## config.mk

```make
export PLATFORM = sky130hd
export DESIGN_NAME = pnc_stmc_dispatch_unit_flat
export DESIGN_NICKNAME = d
export VERILOG_FILES = /design/src/rtl/pnc_stmc_dispatch_if.sv /design/src/rtl/pnc_stmc_dispatch_unit.sv /design/src/flat_wrapper.sv
export SDC_FILE = /design/constraint.sdc
export NUM_CORES = 1
export LEC_CHECK = 0
export CAP_MARGIN = 40
export CORE_MARGIN = 5
export CORE_UTILIZATION = 43
export CTS_CLUSTER_SIZE = 20
export DETAILED_ROUTE_END_ITERATION = 7
export GPL_TIMING_DRIVEN = 0
export PLACE_DENSITY_LB_ADDON = 0.2
export SETUP_SLACK_MARGIN = 0.2
export SYNTH_ARGS = -nofsm -noshare
export SYNTH_HDL_FRONTEND = slang
export SYNTH_SLANG_ARGS = --single-unit
```

## constraint.sdc

```tcl
create_clock -name clk -period 1.8 [get_ports clk]
set_input_delay 0.36 -clock clk [delete_from_list [all_inputs] [get_ports clk]]
set_output_delay 0.36 -clock clk [all_outputs]
set_load 0.02 [all_outputs]
```

## src/rtl/pnc_stmc_dispatch_if.sv

```systemverilog
// Packet-in / destination-beat-out handshake bundle for the PNC STMC dispatcher.
// master = packet source and beat sink, slave = dispatcher.
interface pnc_stmc_dispatch_if #(
  parameter int SLOT_W    = 7,
  parameter int NUM_SLOTS = 2
);
  localparam int PKT_W = 2 + NUM_SLOTS*SLOT_W;

  logic              in_valid;
  logic              in_ready;
  logic [PKT_W-1:0]  in_pkt;
  logic              out_valid;
  logic              out_ready;
  logic [SLOT_W-1:0] out_slot;
  logic [1:0]        out_kind;
  logic              out_last;

  modport master (
    output in_valid, in_pkt, out_ready,
    input  in_ready, out_valid, out_slot, out_kind, out_last
  );
  modport slave (
    input  in_valid, in_pkt, out_ready,
    output in_ready, out_valid, out_slot, out_kind, out_last
  );
endinterface

```

## src/rtl/pnc_stmc_dispatch_unit.sv

```systemverilog
// Spike/param packet dispatcher: one beat per valid destination slot, ascending order.
// Optional feature macro: PNC_STMC_DROP_CNT_EN (adds saturating null-packet drop_cnt).
module pnc_stmc_slot_lane #(
  parameter int SLOT_W = 7
) (
  input  logic [SLOT_W-1:0] slot_in,
  input  logic [SLOT_W-1:0] slot_q,
  input  logic              sel,
  output logic              nz,
  output logic [SLOT_W-1:0] gated
);
  assign nz    = |slot_in;
  assign gated = sel ? slot_q : '0;
endmodule

module pnc_stmc_dispatch_unit #(
  parameter int SLOT_W    = 7,
  parameter int NUM_SLOTS = 2
) (
  input  logic                   clk,
  input  logic                   rst,
  pnc_stmc_dispatch_if.slave     bus,
  output logic [1:0]             ctrl,
  output logic                   busy
`ifdef PNC_STMC_DROP_CNT_EN
  , output logic [15:0]          drop_cnt
`endif
);
  localparam int PKT_W = 2 + NUM_SLOTS*SLOT_W;
  localparam logic [NUM_SLOTS-1:0] ONE = NUM_SLOTS'(1);

  typedef enum logic {IDLE, EMIT} state_t;
  state_t state, state_d;

  logic [NUM_SLOTS-1:0][SLOT_W-1:0] slots_in, slots_q, gated;
  logic [NUM_SLOTS-1:0]             nz, mask_q, mask_d, sel;
  logic [1:0]                       kind_q, kind_d, ctrl_d;
  logic                             accept, multi;

  assign slots_in = bus.in_pkt[NUM_SLOTS*SLOT_W-1:0];
  // One-hot of the lowest remaining destination; drives the output mux.
  assign sel      = mask_q & (~mask_q + ONE);
  assign multi    = |(mask_q & (mask_q - ONE));

  for (genvar i = 0; i < NUM_SLOTS; i++) begin : g_lane
    pnc_stmc_slot_lane #(.SLOT_W(SLOT_W)) u_lane (
      .slot_in (slots_in[i]),
      .slot_q  (slots_q[i]),
      .sel     (sel[i]),
      .nz      (nz[i]),
      .gated   (gated[i])
    );
  end

  always_comb begin
    bus.out_slot = '0;
    for (int i = 0; i < NUM_SLOTS; i++) bus.out_slot = bus.out_slot | gated[i];
  end

  assign bus.out_kind = busy ? kind_q : 2'b00;
  assign bus.out_last = busy && !multi;

  always_comb begin
    state_d       = state;
    mask_d        = mask_q;
    kind_d        = kind_q;
    ctrl_d        = ctrl;
    accept        = 1'b0;
    bus.in_ready  = 1'b0;
    bus.out_valid = 1'b0;
    busy          = 1'b0;
    case (state)
      IDLE: begin
        bus.in_ready = 1'b1;
        if (bus.in_valid) begin
          accept = 1'b1;
          // param/richclub always route to slot 0, even a null slot 0.
          if (bus.in_pkt[PKT_W-1]) begin
            mask_d = ONE; kind_d = 2'b01; ctrl_d = 2'b01; state_d = EMIT;
          end else if (bus.in_pkt[PKT_W-2]) begin
            mask_d = ONE; kind_d = 2'b10; ctrl_d = 2'b01; state_d = EMIT;
          end else if (|nz) begin
            mask_d  = nz;
            kind_d  = 2'b11;
            ctrl_d  = |(nz & (nz - ONE)) ? 2'b11 : 2'b01;
            state_d = EMIT;
          end else begin
            ctrl_d = 2'b00;
          end
        end
      end
      EMIT: begin
        bus.out_valid = 1'b1;
        busy          = 1'b1;
        if (bus.out_ready) begin
          mask_d = mask_q & ~sel;
          if (!multi) state_d = IDLE;
        end
      end
      default: state_d = IDLE;
    endcase
  end

  always_ff @(posedge clk) begin
    if (rst) state <= IDLE;
    else     state <= state_d;
  end

  always_ff @(posedge clk) begin
    if (rst) begin
      mask_q  <= '0;
      kind_q  <= 2'b00;
      slots_q <= '0;
      ctrl    <= 2'b10;
    end else begin
      mask_q <= mask_d;
      kind_q <= kind_d;
      ctrl   <= ctrl_d;
      if (accept) slots_q <= slots_in;
    end
  end

`ifdef PNC_STMC_DROP_CNT_EN
  always_ff @(posedge clk) begin
    if (rst)
      drop_cnt <= '0;
    else if (accept && ctrl_d == 2'b00 && drop_cnt != 16'hFFFF)
      drop_cnt <= drop_cnt + 16'd1;
  end
`endif
endmodule

```

## src/flat_wrapper.sv

```systemverilog
// flat-port wrapper written by rule: the top's interface ports become plain ports
module pnc_stmc_dispatch_unit_flat 
#(
  parameter int SLOT_W    = 7,
  parameter int NUM_SLOTS = 2
)
  (clk, rst, ctrl, busy, bus_in_valid, bus_in_pkt, bus_out_ready, bus_in_ready, bus_out_valid, bus_out_slot, bus_out_kind, bus_out_last);
  pnc_stmc_dispatch_if #(.SLOT_W(SLOT_W), .NUM_SLOTS(NUM_SLOTS)) bus_i ();
  input  logic clk;
  input  logic rst;
  output logic [1:0] ctrl;
  output logic busy;
  input wire logic [$bits(bus_i.in_valid)-1:0] bus_in_valid;
  input wire logic [$bits(bus_i.in_pkt)-1:0] bus_in_pkt;
  input wire logic [$bits(bus_i.out_ready)-1:0] bus_out_ready;
  output wire logic [$bits(bus_i.in_ready)-1:0] bus_in_ready;
  output wire logic [$bits(bus_i.out_valid)-1:0] bus_out_valid;
  output wire logic [$bits(bus_i.out_slot)-1:0] bus_out_slot;
  output wire logic [$bits(bus_i.out_kind)-1:0] bus_out_kind;
  output wire logic [$bits(bus_i.out_last)-1:0] bus_out_last;
  assign bus_i.in_valid = bus_in_valid;
  assign bus_i.in_pkt = bus_in_pkt;
  assign bus_i.out_ready = bus_out_ready;
  assign bus_in_ready = bus_i.in_ready;
  assign bus_out_valid = bus_i.out_valid;
  assign bus_out_slot = bus_i.out_slot;
  assign bus_out_kind = bus_i.out_kind;
  assign bus_out_last = bus_i.out_last;
  pnc_stmc_dispatch_unit #(.SLOT_W(SLOT_W), .NUM_SLOTS(NUM_SLOTS)) u_core (.clk(clk), .rst(rst), .bus(bus_i), .ctrl(ctrl), .busy(busy));
endmodule
```

==> metrics.log, run 1 <==
[metrics] outcome: finished clean
[metrics] final number of hold-violating endpoints: 0
[metrics] share of post-route cells with drive strength above 1: 24.6%
[metrics] number of global-route vias before repair: ~1000
[metrics] Post-Layout Cell Count: 203
[metrics] final routed wirelength across all metal layers: 2960 um
[metrics] CP max-delay cell: dfxtp_2
[metrics] maximum number of pins on one net before global-route repair: 12
[metrics] reported net switching power: 311 uW
[metrics] clock tree from TritonCTS: done
[metrics] Placed Cells: between 150 and 200
[metrics] Worst Hold Class: input pin to register
[metrics] maximum clock rate: 0.626 GHz
[metrics] area taken by multi-input logic gates: 571 um^2
[metrics] Bufs on Longest Clock Path: 2
[metrics] sequential standard cell area: approximately 430 um^2
[metrics] post-synthesis mux area share: 0%
[metrics] CP top delay family: buffers and inverters
[metrics] largest voltage drop on the vdd net: 0.000419 V
[metrics] First-pass DRT Iterations: 4
[metrics] number of endpoints failing setup at the final stage: 0
[metrics] biggest cell delay along the critical path: 340 ps
[metrics] number of distinct standard cells referenced by the synthesized netlist: 22
[metrics] worst-case headroom to the max-slew limit: 62.3%
[metrics] post-DR vias/cell: about 5.4
[metrics] compound-gate portion of the synthesized area: approximately 24%
[metrics] final critical delay including setup and external delays: approximately 1600 ps
[metrics] wl on met1: 1240 um
[metrics] maximum fanout along the worst path: 8
[metrics] clock-pin slew of the registers on the worst-case setup and hold paths: 120 ps
[metrics] fraction of post-synthesis cell area in the top cell type by area: 43.2%
[metrics] post-synth net total: 151
[metrics] HPWL Detailed: 1990 um
[metrics] count of warnings emitted by yosys: 0
[metrics] Filler Cell Count: 190
[metrics] list of cells traversed by the critical path: buf_6, buf_12, a21oi_1, buf_2
[metrics] top metal layer carrying routed signals: met4
[metrics] sum of met3 wire segment lengths after detailed routing: roughly 170 um
[metrics] Top-Level Pins: 35
[metrics] metal2 WL: 1510 um
[metrics] setup repair after global routing missed its margin: no
[metrics] antenna cell count: 0
[metrics] cell type with the largest total area after synthesis: dfxtp_1
[metrics] Starting Density: about 44%
[metrics] number of nets still failing antenna checks after routing: 0
[metrics] initial antenna violation count: 0
[metrics] die height: 57.6 um
[metrics] total CTS buffers: 3
[metrics] Die ar.: about 3300 um^2
[metrics] worst path buffer plus inverter count: 3
[metrics] Comb pwr share: 26.4%
[metrics] cell types occupying the most area after synthesis: dfxtp_1 (43%), nand2_1 (19%), a21oi_1 (9.8%), o21ai_0 (4.1%), o41ai_4 (2.8%)
[metrics] Post-route DRC: 0
[metrics] Core ar.: approximately 2200 um^2
[metrics] number of instances in the synthesized netlist: 131
[metrics] total number of placement rows: 17
[metrics] Max Transition Viols Final: 0
[metrics] fraction of power consumed by sequential logic: approximately half
[metrics] Internal Dissipation: ~710 uW
[metrics] global-route usage over all layers: 17.5%
[metrics] horizontal extent of the die: 57.6 um
[metrics] kind of capture point of the worst setup path: primary output
[metrics] CP arrival: 1240 ps
[metrics] dominant combinational cell family by area after synthesis: simple AND/OR/NAND/NOR gates
[metrics] mean area per synthesized cell: 7.42 um^2
[metrics] average wire per cell in the routed design: 14.6 um
[metrics] worst hold-check slack: between 300 and 400 ps
[metrics] final cell utilization of the core: 68.5%
[metrics] FF+latch count, synth: 21
[metrics] Max Cap Violations: 0
[metrics] insertion delay of the later-clocked pin in the worst-skew pair: 310 ps
[metrics] hold depth: 3
[metrics] Sw Share: 30.5%
[metrics] wire length of the first global-routing pass: 4480 um
[metrics] # clock sinks: 21
[metrics] hold buffer count at CTS: 0
[metrics] Port Buffers: 34
[metrics] nature of the critical path startpoint: register
[metrics] global placer's final weighted congestion: 0.816
[metrics] number of nets at the end of the flow: 196
[metrics] setup skew after layout: a little under 6 ps
[metrics] ratio of total power to cell area: ~680 nW/um^2
[metrics] H-tree level count: 1
[metrics] Root Driver: clkbuf_4
[metrics] slew at the pin closest to its max-slew limit: 566 ps
[metrics] Post-Synth XOR/XNOR Area: 0%
[metrics] basic-gate share of the synthesized area counting and, or, nand and nor cells: a little over a quarter
[metrics] global route overflow: 0
[metrics] instance count on the critical path: 4
[metrics] cell leakage power: about 0.64 nW
[metrics] FF-to-FF path depth: 5
[metrics] sequential element share of the synthesized area: 43.2%
[metrics] final clock period utilization by the worst path: 88.7%
[metrics] part of the total power dissipated in the clock network: between 20 and 25%
[metrics] adder-cell area share of the yosys netlist: 0%
[metrics] endpoint required time on the critical path: approximately 1400 ps
[metrics] initial drt markers: 30
[metrics] vias after detailed routing: 1099
[metrics] Syn-to-layout area delta: 54.4%
[metrics] Crit Path Class: register to primary output
[metrics] synthesized area: between 900 and 1000 um^2
-- path summary, 6_finish.rpt --
| path | slack (ps) | from | end |
|---|---|---|---|
| max | 200 | u_core.mask_q[1] | bus_out_last |
| min | 370 | bus_in_pkt[5] | u_core.slots_q[5] |
| max reg2reg | 370 | u_core.state | u_core.mask_q[0] |
| min reg2reg | 470 | u_core.slots_q[1] | u_core.slots_q[1] |
-- layer usage --
layer  vias up  global-route usage [%]
met1       521                    20.7
met2        39                    28.9
met3         4                    4.52
li1        535                       -
met4         0                    8.94
met5         -                       0
-- cell families after synthesis --
logic type,Yosys count
simple gates,60
compound gates,37
flops,21
buf+inv,13
-- repair_timing --
action,in CTS,in global routing
setup endpoints to repair,20,15
gates resized for setup,61,38
pin swaps,4,3
setup buffers,1,5
endpoints found under the hold margin,0,0
-- power by group through the flow --
stage / Clock, mW / Sequential (mW) / Combinational [mW]
global placement: 0 / 0.526 / 0.230
detailed placement: 0 / 0.528 / 0.233
global route: 0.255 / 0.521 / 0.290
floorplan: 0 / 0.528 / 0.114
finish: 0.231 / 0.519 / 0.269
CTS: 0.234 / 0.518 / 0.225
-- metrics by stage --
stage	power [mW]	setup WS [ps]	setup TNS [ps]	cell area (um^2)
after floorplan	0.642	278	0	972
after global placement	0.756	-255	-2730	1350
after detailed placement	0.761	-252	-2860	1350
after CTS	0.976	41.7	0	1370
after global routing	1.07	179	0	1500
final	1.02	203	0	1500
-- synthesized netlist by cell type --
cell        n
a2111oi_0   1
a211o_1     1
a211oi_1    2
a21oi_1    19
a221oi_1    2
a31oi_1     2
buf_2       3
buf_4       2
clkbuf_1    4
dfxtp_1    21
inv_1       4
nand2_1    48
nand2b_1    1
nand3_1     1
nor2_1      4
nor2b_1     2
nor3_1      2
nor4_1      1
nor4_4      1
o21ai_0     8
o21ba_2     1
o41ai_4     1
-- flip-flops by register name (all words and copies together), names as in the netlist --
signal,count
u_core.ctrl,2
u_core.kind_q,2
u_core.mask_q,2
u_core.slots_q,14
u_core.state,1
-- cell type report --
class,instances,share of cell area [%]
sequential,21,28.6
timing repair buffer,40,24.1
tap,28,2.33
inverter,4,1.00
buffer,9,4.25
multi-input combinational,97,38.0
clock buffer,4,1.75
-- layout by cell type, fill, tap and decap left out, types with 2 or more instances in the layout --
cell type / instances
a21oi_1: 19
a221oi_2: 2
buf_2: 8
buf_4: 12
clkbuf_1: 3
clkbuf_4: 3
clkdlybuf4s50_1: 10
dfxtp_1: 18
dfxtp_4: 2
dlygate4sd2_1: 7
dlymetal6s2s_1: 6
inv_1: 4
nand2_1: 47
nor2_1: 3
nor2b_1: 2
o21ai_0: 4
o21ai_1: 4
-- worst reg2reg max path, stage by stage (launching register included) --
cell	delay, ps
dfxtp_4	390
nand2b_1	140
buf_4	170
a21oi_1	340
a211oi_1	100
o21ba_2	210
Power figures use the tool's default switching activity.
==> inputs of run 2 (changes only) <==
Settings changed: ABC_CLOCK_PERIOD_IN_PS set to 1800.
==> results of run 2 <==
The final DEF is identical to that of run 1; final timing and power are the same.
